File: src/rtl/itrx_ahbl_pkg.sv
// Shared AHB-Lite type definitions used by bus-facing blocks.
package itrx_ahbl_pkg;

  typedef enum logic [1:0] {
    HTRANS_IDLE   = 2'b00,
    HTRANS_BUSY   = 2'b01,
    HTRANS_NONSEQ = 2'b10,
    HTRANS_SEQ    = 2'b11
  } te_htrans;

  typedef enum logic {
    HWRITE_READ  = 1'b0,
    HWRITE_WRITE = 1'b1
  } te_hwrite;

  typedef enum logic [2:0] {
    HSIZE_BYTE     = 3'd0,
    HSIZE_HALFWORD = 3'd1,
    HSIZE_WORD     = 3'd2,
    HSIZE_DWORD    = 3'd3,
    HSIZE_4WORD    = 3'd4,
    HSIZE_8WORD    = 3'd5,
    HSIZE_16WORD   = 3'd6,
    HSIZE_32WORD   = 3'd7
  } te_hsize;

  typedef enum logic {
    HRESP_OKAY  = 1'b0,
    HRESP_ERROR = 1'b1
  } te_hresp;

endpackage

File: src/rtl/itrx_ahbl_reg_bridge_pkg.sv
// Types and constants for the AHB-Lite to register-bus bridge.
package itrx_ahbl_reg_bridge_pkg;
  import itrx_ahbl_pkg::*;

  typedef enum logic [2:0] {
    ST_IDLE,
    ST_ACCESS,
    ST_DONE,
    ST_ERR1,
    ST_ERR2
  } te_brg_state;

  localparam logic [3:0] BE_BYTE = 4'b0001;
  localparam logic [3:0] BE_HALF = 4'b0011;
  localparam logic [3:0] BE_WORD = 4'b1111;

  function automatic te_hresp state_hresp(te_brg_state st);
    return (st == ST_ERR1 || st == ST_ERR2) ? HRESP_ERROR : HRESP_OKAY;
  endfunction

endpackage

File: src/rtl/itrx_ahbl_be_gen.sv
// Byte-enable generation and size/alignment check for one AHB transfer.
module itrx_ahbl_be_gen
  import itrx_ahbl_pkg::*;
  import itrx_ahbl_reg_bridge_pkg::*;
(
  input  logic [2:0] hsize_i,
  input  logic [1:0] haddr_i,
  output logic [3:0] be_o,
  output logic       size_err_o
);

  always_comb begin
    be_o       = '0;
    size_err_o = 1'b0;
    case (te_hsize'(hsize_i))
      HSIZE_BYTE: be_o = BE_BYTE << haddr_i;
      HSIZE_HALFWORD: begin
        be_o       = BE_HALF << haddr_i;
        size_err_o = haddr_i[0];
      end
      HSIZE_WORD: begin
        be_o       = BE_WORD;
        size_err_o = |haddr_i;
      end
      default: size_err_o = 1'b1;
    endcase
  end

endmodule

File: src/rtl/itrx_ahbl_reg_bridge.sv
// AHB-Lite slave turning single transfers into req/ack register accesses,
// with wait states, alignment checking, register error and access timeout.
module itrx_ahbl_reg_bridge
  import itrx_ahbl_pkg::*;
  import itrx_ahbl_reg_bridge_pkg::*;
#(
  parameter int unsigned ADDR_W  = 12,
  parameter int unsigned TIMEOUT = 255
) (
  input  logic              hclk,
  input  logic              hresetn,
  input  logic              hsel,
  input  logic [ADDR_W-1:0] haddr,
  input  logic [1:0]        htrans,
  input  logic              hwrite,
  input  logic [2:0]        hsize,
  input  logic [3:0]        hprot,
  input  logic              hready,
  input  logic [31:0]       hwdata,
  output logic [31:0]       hrdata,
  output logic              hreadyout,
  output logic              hresp,
  output logic              reg_req,
  output logic              reg_wr,
  output logic [ADDR_W-1:0] reg_addr,
  output logic [3:0]        reg_be,
  output logic              reg_priv,
  output logic [31:0]       reg_wdata,
  input  logic [31:0]       reg_rdata,
  input  logic              reg_ack,
  input  logic              reg_err
);

  localparam int unsigned     CntW    = (TIMEOUT > 1) ? $clog2(TIMEOUT) : 1;
  localparam bit              TmoEn   = (TIMEOUT != 0);
  localparam logic [CntW-1:0] CntLast = TmoEn ? CntW'(TIMEOUT - 1) : '0;

  te_brg_state       state_q, state_d;
  logic [CntW-1:0]   cnt_q, cnt_d;
  logic              wr_q, priv_q;
  logic [ADDR_W-1:0] addr_q;
  logic [3:0]        be_q, be;
  logic [31:0]       hrdata_q;
  logic              size_err, accept, can_accept, take;

  // Only hprot[1] (privileged) is forwarded.
  logic unused_hprot;
  assign unused_hprot = ^{hprot[3:2], hprot[0]};

  itrx_ahbl_be_gen u_be_gen (
    .hsize_i    (hsize),
    .haddr_i    (haddr[1:0]),
    .be_o       (be),
    .size_err_o (size_err)
  );

  assign accept     = hsel & hready & (te_htrans'(htrans) inside {HTRANS_NONSEQ, HTRANS_SEQ});
  assign can_accept = (state_q inside {ST_IDLE, ST_DONE, ST_ERR2});
  assign take       = can_accept & accept;

  always_comb begin
    state_d = state_q;
    cnt_d   = cnt_q;
    case (state_q)
      ST_IDLE, ST_DONE, ST_ERR2: begin
        cnt_d = '0;
        if (accept) begin
          state_d = size_err ? ST_ERR1 : ST_ACCESS;
        end else begin
          state_d = ST_IDLE;
        end
      end
      ST_ACCESS: begin
        cnt_d = cnt_q + CntW'(1);
        if (reg_ack) begin
          state_d = reg_err ? ST_ERR1 : ST_DONE;
        end else if (TmoEn && cnt_q == CntLast) begin
          state_d = ST_ERR1;
        end
      end
      ST_ERR1: state_d = ST_ERR2;
      default: state_d = ST_IDLE;
    endcase
  end

  always_ff @(posedge hclk) begin
    if (!hresetn) begin
      state_q  <= ST_IDLE;
      cnt_q    <= '0;
      wr_q     <= 1'b0;
      addr_q   <= '0;
      be_q     <= '0;
      priv_q   <= 1'b0;
      hrdata_q <= '0;
    end else begin
      state_q <= state_d;
      cnt_q   <= cnt_d;
      if (take) begin
        wr_q   <= hwrite;
        addr_q <= {haddr[ADDR_W-1:2], 2'b00};
        be_q   <= be;
        priv_q <= hprot[1];
      end
      // Read data is latched only on a clean read completion; writes leave it untouched.
      if (state_q == ST_ACCESS && reg_ack && !reg_err && !wr_q) begin
        hrdata_q <= reg_rdata;
      end
    end
  end

  assign hreadyout = can_accept;
  assign hresp     = state_hresp(state_q);
  assign hrdata    = hrdata_q;
  assign reg_req   = (state_q == ST_ACCESS);
  assign reg_wr    = wr_q;
  assign reg_addr  = addr_q;
  assign reg_be    = be_q;
  assign reg_priv  = priv_q;
  assign reg_wdata = hwdata;

endmodule

File: config.mk
export PLATFORM = sky130hd
export DESIGN_NAME = itrx_ahbl_reg_bridge
export DESIGN_NICKNAME = d
export VERILOG_FILES = /design/src/rtl/itrx_ahbl_pkg.sv /design/src/rtl/itrx_ahbl_reg_bridge_pkg.sv /design/src/rtl/itrx_ahbl_be_gen.sv /design/src/rtl/itrx_ahbl_reg_bridge.sv
export SDC_FILE = /design/constraint.sdc
export NUM_CORES = 1
export LEC_CHECK = 0
export BUFFER_PORTS_ARGS = -buffer_cell sky130_fd_sc_hd__buf_2
export CAP_MARGIN = 10
export CORE_ASPECT_RATIO = 0.8
export CORE_MARGIN = 1
export CORE_UTILIZATION = 45
export DETAILED_ROUTE_END_ITERATION = 8
export GPL_ROUTABILITY_DRIVEN = 0
export PLACE_DENSITY_LB_ADDON = 0.1
export SYNTH_ARGS = -nofsm -noshare
export SYNTH_HDL_FRONTEND = slang
export SYNTH_SLANG_ARGS = --single-unit
File: constraint.sdc
create_clock -name hclk -period 3.4 [get_ports hclk]
set_input_delay 0 -clock hclk [delete_from_list [all_inputs] [get_ports hclk]]
set_output_delay 0 -clock hclk [all_outputs]
set_load 0.02 [all_outputs]
# [After elaboration in Yosys (flattened, before gate mapping)]
# Cells that the tools add are included.
[op_classes] add_sub_neg=1 multipliers=0 div_mod_pow=0 magnitude_cmp=0 n_eq_ne=10 shift=2 muxes=10 bitwise_logic=3 n_reduce_logical=13
[op_table] op="8-bit one-hot mux with 2 select lines" n=1
[op_table] op="4-bit one-hot mux with 3 select lines" n=1
[op_table] op="3-bit by 2-bit equality test with 1-bit output, second input constant" n=3
[op_table] op="3-bit one-hot mux with 3 select lines" n=1
[op_table] op="8-bit by 1-bit adder with 8-bit output, second input constant" n=1
[op_table] op="8-bit equality test, second input constant" n=1
[op_table] op="3-bit by 1-bit equality test with 1-bit output, second input constant" n=2
[op_table] op="3-bit logical NOT" n=2
[op_table] op="3-bit 2-to-1 mux" n=2
[op_table] op="2-bit equality test, second input constant" n=2
[op_table] op="2-bit 2-to-1 mux" n=2
[op_table] op="2-bit nonzero test" n=2
[op_table] op="1-bit by 2-bit left shift with 4-bit output, first input constant" n=1
[op_table] op="2-bit by 2-bit left shift with 4-bit output, first input constant" n=1
[op_table] op="1-bit AND" n=3
[op_table] op="3-bit equality test, second input constant" n=1
[op_table] op="1-bit logical AND" n=3
[op_table] op="3-bit by 1-bit != test with 1-bit output, second input constant" n=1
[op_table] op="1-bit one-hot mux with 3 select lines" n=1
[op_table] op="3-bit nonzero test" n=1
[op_table] op="3-bit OR reduction" n=1
[op_table] op="1-bit logical NOT" n=2
[op_table] op="1-bit 2-to-1 mux" n=2
[op_table] op="2-bit OR reduction" n=1
[op_table] op="1-bit logical OR" n=1
[totals] reg_bits=59 latchBits=0 ramBits=0 mem_bits_ro=0 n_memories=0

# [Depth between registers and ports, before layout]
# Gate-level depths: netlist of the first run.
[logic_depth] depth_word=5 mapped_depth=5 depth_no_buf=5

# [Modules after synthesis]
# A second synthesis of the first run with hierarchy kept.
[unflattened] cells_unflattened=341 hier_area_um2=2737.6
[by_module_without_submodules] module="itrx_ahbl_reg_bridge" instances=1 cells_per_inst=325 area_each_um2=2645.0 seq_area_each_um2=1181.1
[by_module_without_submodules] module="itrx_ahbl_be_gen" instances=1 cells_per_inst=16 area_each_um2=92.6 seq_area_each_um2=0.0

# [Worst setup path after synthesis of the first run]
# OpenSTA, ideal clock, no wires.
[synth_path] kind="register to register" start="register state_q[0]" end="register cnt_q[3]" setup_ps=70 arrival_ps=1358 slack_ps=1971 stages_incl_launch_ff=5 path_buffers=1 synth_period_minus_slack_ps=1429 path_cell_list="dfxtp_1 -> or3b_4 -> buf_6 -> or3_1 -> a21oi_1"
[synth_between] elab_chain_cells=3 word_cells_on_any_way=7 classes_between="eq/ne: 3; mux: 1; reduce/logical: 3"
[synth_lines] element="start, declared" line_no="itrx_ahbl_reg_bridge.sv:38" rtl="te_brg_state state_q, state_d;"
[synth_lines] element="start signal, assigned" line_no="itrx_ahbl_reg_bridge.sv:96" rtl="state_q <= state_d;"
[synth_lines] element="3-bit by 2-bit equality test with 1-bit output (tied with other cells)" line_no="itrx_ahbl_reg_bridge.sv:64" rtl="case (state_q)"
[synth_lines] element="3-bit OR reduction" line_no="itrx_ahbl_reg_bridge.sv:64"
[synth_lines] element="8-bit one-hot mux with 2 select lines or 2-bit nonzero test (tied branches)"
[synth_lines] element="end signal, assigned" line_no="itrx_ahbl_reg_bridge.sv:97" rtl="cnt_q <= cnt_d;"
[synth_lines] element="end, declared" line_no="itrx_ahbl_reg_bridge.sv:39" rtl="logic [CntW-1:0] cnt_q, cnt_d;"
# Parallel ways exist; a longest one is shown, timed or not.
# A chain may end at the register's enable or synchronous reset.

# [Final worst setup path of the first run]
[layout_path] start="register state_q[0]" end="output reg_req"
[layout_between] elab_chain_cells=1
[layout_lines] element="3-bit by 1-bit equality test with 1-bit output" line_no="itrx_ahbl_reg_bridge.sv:114" rtl="assign reg_req = (state_q == ST_ACCESS);"
[layout_lines] element="end, declared" line_no="itrx_ahbl_reg_bridge.sv:23" rtl="output logic reg_req,"
# No other way between the ends.

==> results of run 1 <==
==> cell usage in the layout (no fill, tap or decap), types with 2 or more instances in the layout <==
cell           netlist  layout
nor4_1               2       2
inv_2                3       3
nor3_1               3       3
a211o_1              2       2
buf_4               34       2
o311a_1              2       2
o221a_1              4       4
nand4_1              2       2
dfxtp_1             59      59
a21oi_1             51      51
nand2_1              4       4
nand3_1             51      51
or3_1                2       2
inv_1                5       5
o21ai_1             44      44
nor2_1               5       5
dlygate4sd3_1        0      45
nand2b_1             4       4
ha_1                 2       2
clkbuf_1            18       4
o21bai_1             2       2
clkbuf_8             0      10
o211ai_1             2       2
conb_1               1       2
buf_2                5     106
==> final cells by class <==
| class | instances | share of cell area |
|---|---|---|
| Sequential cell | 59 | 0.326 |
| Multi-Input combinational cell | 201 | 0.312 |
| Timing Repair Buffer | 153 | 0.275 |
| Clock inverter | 2 | 0.00967 |
| Tap cell | 78 | 0.0269 |
| Clock buffer | 14 | 0.0421 |
| Inverter | 8 | 0.00828 |
==> kinds of logic after synthesis <==
| kind of cell | share of synthesized area |
|---|---|
| adder cells (fa/ha/maj) | 0.00929 |
| other | 0.00139 |
| flip-flops | 0.438 |
| buffers and inverters | 0.144 |
| multiplexers | 0.00372 |
| AO/OA/AOI/OAI | 0.237 |
| AND/OR/NAND/NOR | 0.166 |
==> flip-flops by register name, summed over array words and instances (netlist names) <==
| register | cells |
|---|---|
| hrdata | 32 |
| reg_addr | 10 |
| cnt_q | 8 |
| reg_be | 4 |
| state_q | 3 |
| reg_priv | 1 |
| reg_wr | 1 |
==> metal layers <==
layer  wire length [um]  track usage
met5                  0            0
met4                101       0.0914
met3                543       0.0922
met2               3540        0.416
met1               3240        0.306
==> metrics by stage <==
step	instances	utilization	total power [mW]	area, sq um
5_1_grt	515	0.645	1.59	3620
2_1_floorplan	326	-	0.866	2700
6_report	515	0.645	1.52	3620
3_5_place_dp	454	0.532	0.870	2990
4_1_cts	515	0.645	1.53	3620
3_3_place_gp	454	0.532	0.870	2990
==> worst register-to-register path, stage by stage, from the launching register on <==
cell	delay, ps
dfxtp_1	400
or3b_4	620
inv_2	120
buf_4	360
nand3_1	130
a21oi_1	170
==> what timing repair did <==
| item | in CTS | in global routing |
|---|---|---|
| hold buffers | 45 | 0 |
| setup buffers | 0 | 0 |
| endpoints found under the hold margin | 45 | 0 |
==> report_power, final <==
part / leakage (nW) / switching [mW] / internal, mW / total [mW]
combinational: 0.961 / 0.102 / 0.0839 / 0.186
sequential: 0.477 / 0.00713 / 0.704 / 0.711
clock: 0.0947 / 0.261 / 0.359 / 0.620
==> worst max-delay path by stage <==
stage	start	to	slack (ps)	cells past startpoint
6_report	state_q[0]	reg_req	1330	4
5_1_grt	state_q[0]	reg_req	1230	4
4_1_cts	state_q[0]	reg_req	1310	4
3_5_place_dp	state_q[0]	hrdata[10]	1550	5
3_3_place_gp	state_q[2]	cnt_q[5]	1580	4
2_1_floorplan	state_q[0]	cnt_q[3]	1970	4
==> out/qor.yml, run 1 <==
synth_common_cells: "59 x dfxtp_1, 51 x a21oi_1, 51 x nand3_1"
grt_antenna_before_repair: 0
worst-r2r-setup-slack_ps: 1530
yosysTopAreaCell: "dfxtp_1"
cts_tree: "built"
worstMarginPinSlew_ps: 1200
status: "finished clean"
synth_flop_cell: "dfxtp_1"
yosysSeqAreaShare: 0.438
track_usage: 0.254
numPortBuffers: 106
cellPowerDensity_mw_per_mm2: 418
worst_slack_ps: 1330
ys_ff_latch: 59
hold_class: "in -> out"
post-route-min-period_ps: 2070
synth.distinct_cells: 41
regToRegEndpoint: "hrdata[22]"
cp-end-kind: "output port"
synth_warnings: 0
fp-row-count: 24
cp_max_fo: 40
period_share: 0.609
grt_pass1_wl_um: 12300
slew_headroom: 0.199
path_buf_inv: 3
drive_above_1_share: 0.286
initial_core_util: 0.480
arrival_ps: 2070
synth.most_common_cell: "dfxtp_1"
dpl.hpwl_um: 4180
setup_viol: 0
avgSynthCellArea_sq_um: 8.29
finalNetCount: 526
first_iter_violations: 169
skew_ps: 5.60
fmax_mhz: 483
synthTopCellsByArea: "dfxtp_1 44%, a21oi_1 9.5%, nand3_1 9.5%"
drv_cap: 0
reg2reg_from: "state_q[0]"
multi_input_area_sq_mm: 0.00113
path_cells: "or3b_4, inv_2, buf_4, buf_2"
syn_to_final_growth_pct: 34.6
vias: 2752
grt_pass1_vias: 2725
via_per_inst: 5.34
netlist_instances: 325
drc: 0
drt-total-wl_um: 7430
cp_slowest_cell: "or3b_4"
synth_area_sq_mm: 0.00269
ir_worst_vdd_v: 0.000278
clk_transition_reported_paths_ps: 60
grt_max_degree: 52
worstHoldEndpoint: "reg_wdata[31]"
path_class: "reg -> out"
drt-pass1-iter-count: 4
async_flop_share: 0
n_fill_cell: 499
insertedDiodeCount: 0
drv_slew: 0
cts_resized: 0
leakage_nw: 1.53
grt-ovfl-total: 0
synth_edf_count: 0
h-tree-depth: 3
max_stage_delay_ps: 620
hold_ws_ps: 0.00561
seqCellArea_sq_mm: 0.00118
die_h_um: 71.2
cts.sinks: 59
tns_ps: 0
yosysTopAreaCellShare: 0.438
drtAntennaViolNets: 0
cts_buffer_depth: 2
boundaryPins: 177
hold_depth: 0
core_sq_mm: 0.00562
hold_viol: 0
die-width_um: 88.5
crit_family: "buffers and inverters"
start_kind: "register"
rsz0062_at_grt: "no"
pre_cts_ws_ps: 1550
required_ps: 3400
die_area_sq_mm: 0.00630
min-delay-start: "hwdata[31]"
cts_buffers: 9
reg2reg_depth: 5
post_drt_wl_per_cell_um: 14.4
root_buffer: "clkbuf_8"
insertion_delay_ps: 330
(Power assumes the default switching activity.)
==> run 2, diff against run 1 <==
--- a/config.mk
+++ b/config.mk
@@ -5,11 +5,12 @@
 export SDC_FILE = /design/constraint.sdc
 export NUM_CORES = 1
 export LEC_CHECK = 0
+export ABC_AREA = 1
 export BUFFER_PORTS_ARGS = -buffer_cell sky130_fd_sc_hd__buf_2
 export CAP_MARGIN = 10
 export CORE_ASPECT_RATIO = 0.8
 export CORE_MARGIN = 1
-export CORE_UTILIZATION = 45
+export CORE_UTILIZATION = 42
 export DETAILED_ROUTE_END_ITERATION = 8
 export GPL_ROUTABILITY_DRIVEN = 0
 export PLACE_DENSITY_LB_ADDON = 0.1
==> constraint.sdc (replaced) <==
create_clock -name hclk -period 2.15 [get_ports hclk]
set_input_delay 0 -clock hclk [delete_from_list [all_inputs] [get_ports hclk]]
set_output_delay 0 -clock hclk [all_outputs]
set_load 0.02 [all_outputs]
==> run 2 against run 1 <==
Combinational power rose by 65%. Register-to-register slack worse by 900 ps. Sequential cell count did not move. Setup slack got worse by 700 ps. Clock power grew 58%. Core utilization shrank 4.5 points. Worst hold slack is essentially flat. Final cell count grew 8.3%. Cell area fell by 0.55%. Largest cell class unchanged.
==> out/qor.yml, run 2 <==
drt-total-wl_um: 6550
rsz0062_at_grt: "no"
dpl.cell_count: 497
grt_pass1_vias: 2369
avgSynthCellArea_sq_um: 7.47
p_seq_frac: 0.470
synthXorXnorAreaFrac: 0
h-tree-depth: 3
p_sw_mw: 0.594
insertion_delay_ps: 330
worstMarginPinSlew_ps: 508
hold_depth: 0
async_flop_share: 0
first_iter_violations: 86
start_kind: "register"
yosysSeqAreaShare: 0.447
arrival_ps: 1730
post_drt_wl_per_cell_um: 11.7
yosysTopAreaCell: "dfxtp_1"
vias: 2546
status: "finished clean"
drtAntennaViolNets: 0
worst_slack_ps: 632
hold_viol: 0
initial_core_util: 0.440
tns_ps: 0
hold_class: "in -> out"
synth.most_common_cell: "nor2_1"
synth-adder-area-share: 0.00946
clk_transition_reported_paths_ps: 60
drv_slew: 0
drive_above_1_share: 0.285
synthTopCellsByArea: "dfxtp_1 45%, nor2_1 16%, buf_4 9.6%"
fp-row-count: 25
via_per_inst: 4.56
syn_to_final_growth_pct: 36.3
synth_top_family_by_area: "simple AND/OR/NAND/NOR gates"
synth_area_sq_mm: 0.00265
path_class: "reg -> reg"
synth_flop_cell: "dfxtp_1"
cts_setup_buffers: 0
cts_buffers: 9
cts_buffer_depth: 2
track_usage: 0.198
final_area_sq_mm: 0.00360
fmax_mhz: 659
p_int_mw: 1.83
min-delay-start: "hwdata[2]"
slew_headroom: 0.661
cellPowerDensity_mw_per_mm2: 673
ir_worst_vdd_v: 0.000498
cts_resized: 0
synthMuxAreaShare: 0
pwr-share-comb: 0.126
grt_max_degree: 33
worstHoldEndpoint: "reg_wdata[2]"
layout_commonest_cell: "nor2_1"
die_h_um: 73.0
period_share: 0.706
numPortBuffers: 106
ys_ff_latch: 59
insertedDiodeCount: 0
pre_cts_ws_ps: 619
yosysTopAreaCellShare: 0.447
hold_ws_ps: 0.00746
clkPwrFrac: 0.404
drc: 0
synth_compound_area_frac: 0.133
cts_hold_buf: 45
max_stage_delay_ps: 390
worst-r2r-setup-slack_ps: 630
synth_edf_count: 0
grt_antenna_before_repair: 0
core_sq_mm: 0.00601
cp_max_fo: 32
leakage_nw: 1.70
cp_slowest_cell: "dfxtp_1"
p_total_mw: 2.43
cts_tree: "built"
regToRegEndpoint: "hrdata[12]"
drt-pass1-iter-count: 4
skew_ps: 8.65
synth_common_cells: "110 x nor2_1, 59 x dfxtp_1, 39 x o21ai_1"
die_area_sq_mm: 0.00662
grt_pass1_wl_um: 10400
cp-end-kind: "register"
die-width_um: 90.7
reg2reg_depth: 7
final_cell_mix: "110 x nor2_1, 106 x buf_2, 59 x dfxtp_1"
boundaryPins: 177
cts.sinks: 59
dpl.hpwl_um: 4070
layout.cells.non_filler: 558
n_fill_cell: 603
yosys.area_share.simple: 0.255
drv_cap: 0
finalNetCount: 566
post-route-min-period_ps: 1520
grt-ovfl-total: 0
root_buffer: "clkbuf_8"
place_area_sq_mm: 0.00296
largest_reg_flops: 32
reg2reg_from: "state_q[2]"
fin_util: 0.600
required_ps: 2360
netlist_instances: 354
path_cells: "inv_1, nand2_2, nor2_8, nand2_4, clkinv_2, nor2_1, nor2_1"
synth_warnings: 0
setup_viol: 0
cpMostUsedCell: "nor2_1"
swShare: 0.245
synth.distinct_cells: 26
run 2: cell count changes after synthesis, sizes merged, moves of 4 or more:
cell	change
nor2	+107
nand3	-39
o221a	-4
o21ai	+8
nand2	+27
nand2b	-4
a21oi	-38
clkbuf	-12
inv	+8
run 2: cells by family (layout without fill, tap and decap cells):
family          after synthesis  count (layout)
compound gates               67              67
simple gates                160             160
fa+ha+maj                     2               2
other cells                   1               2
buf+inv                      65             187
flops                        59              59
run 2: worst max path at each step:
stage	slack (ps)	cells after the start	to	startpoint
after floorplan	860	6	state_q[1]	state_q[1]
after global placement	650	7	hrdata[0]	state_q[2]
after detailed placement	620	7	hrdata[0]	state_q[2]
after CTS	620	7	hrdata[0]	state_q[2]
after global routing	450	7	hrdata[5]	state_q[2]
final	630	7	hrdata[12]	state_q[2]
run 2: power groups by stage:
stage | Sequential (mW) | Combinational [mW] | Clock (mW)
after floorplan | 1.20 | 0.198 | 0
after global placement | 1.16 | 0.239 | 0
after detailed placement | 1.16 | 0.241 | 0
after CTS | 1.14 | 0.305 | 1.01
after global routing | 1.14 | 0.337 | 1.05
final | 1.14 | 0.306 | 0.979
run 2: worst max-delay path, delay by kind of cell (launching register included):
family	cells	cell delay [ps]
buffers and inverters	2	450
and+or+nand+nor	5	550
DFF	1	390
run 2: area by class of cell:
class / instances / area (sq um) / share of cell area
clock buffers: 11 / 141 / 0.0392
clock inverters: 5 / 52.6 / 0.0146
inverters: 17 / 65.1 / 0.0180
multi-input cells: 231 / 1060 / 0.294
flip-flops and latches: 59 / 1180 / 0.328
well taps: 81 / 101 / 0.0281
repair buffers: 154 / 1000 / 0.278
run 2: layer usage:
metal	wire, um	up-vias	GRT usage	part of all wire
li1	-	1328	-	-
met5	0	-	0	0
met4	86	0	0.0771	0.013
met3	425	22	0.0646	0.065
met1	2860	1114	0.213	0.44
met2	3180	82	0.366	0.48
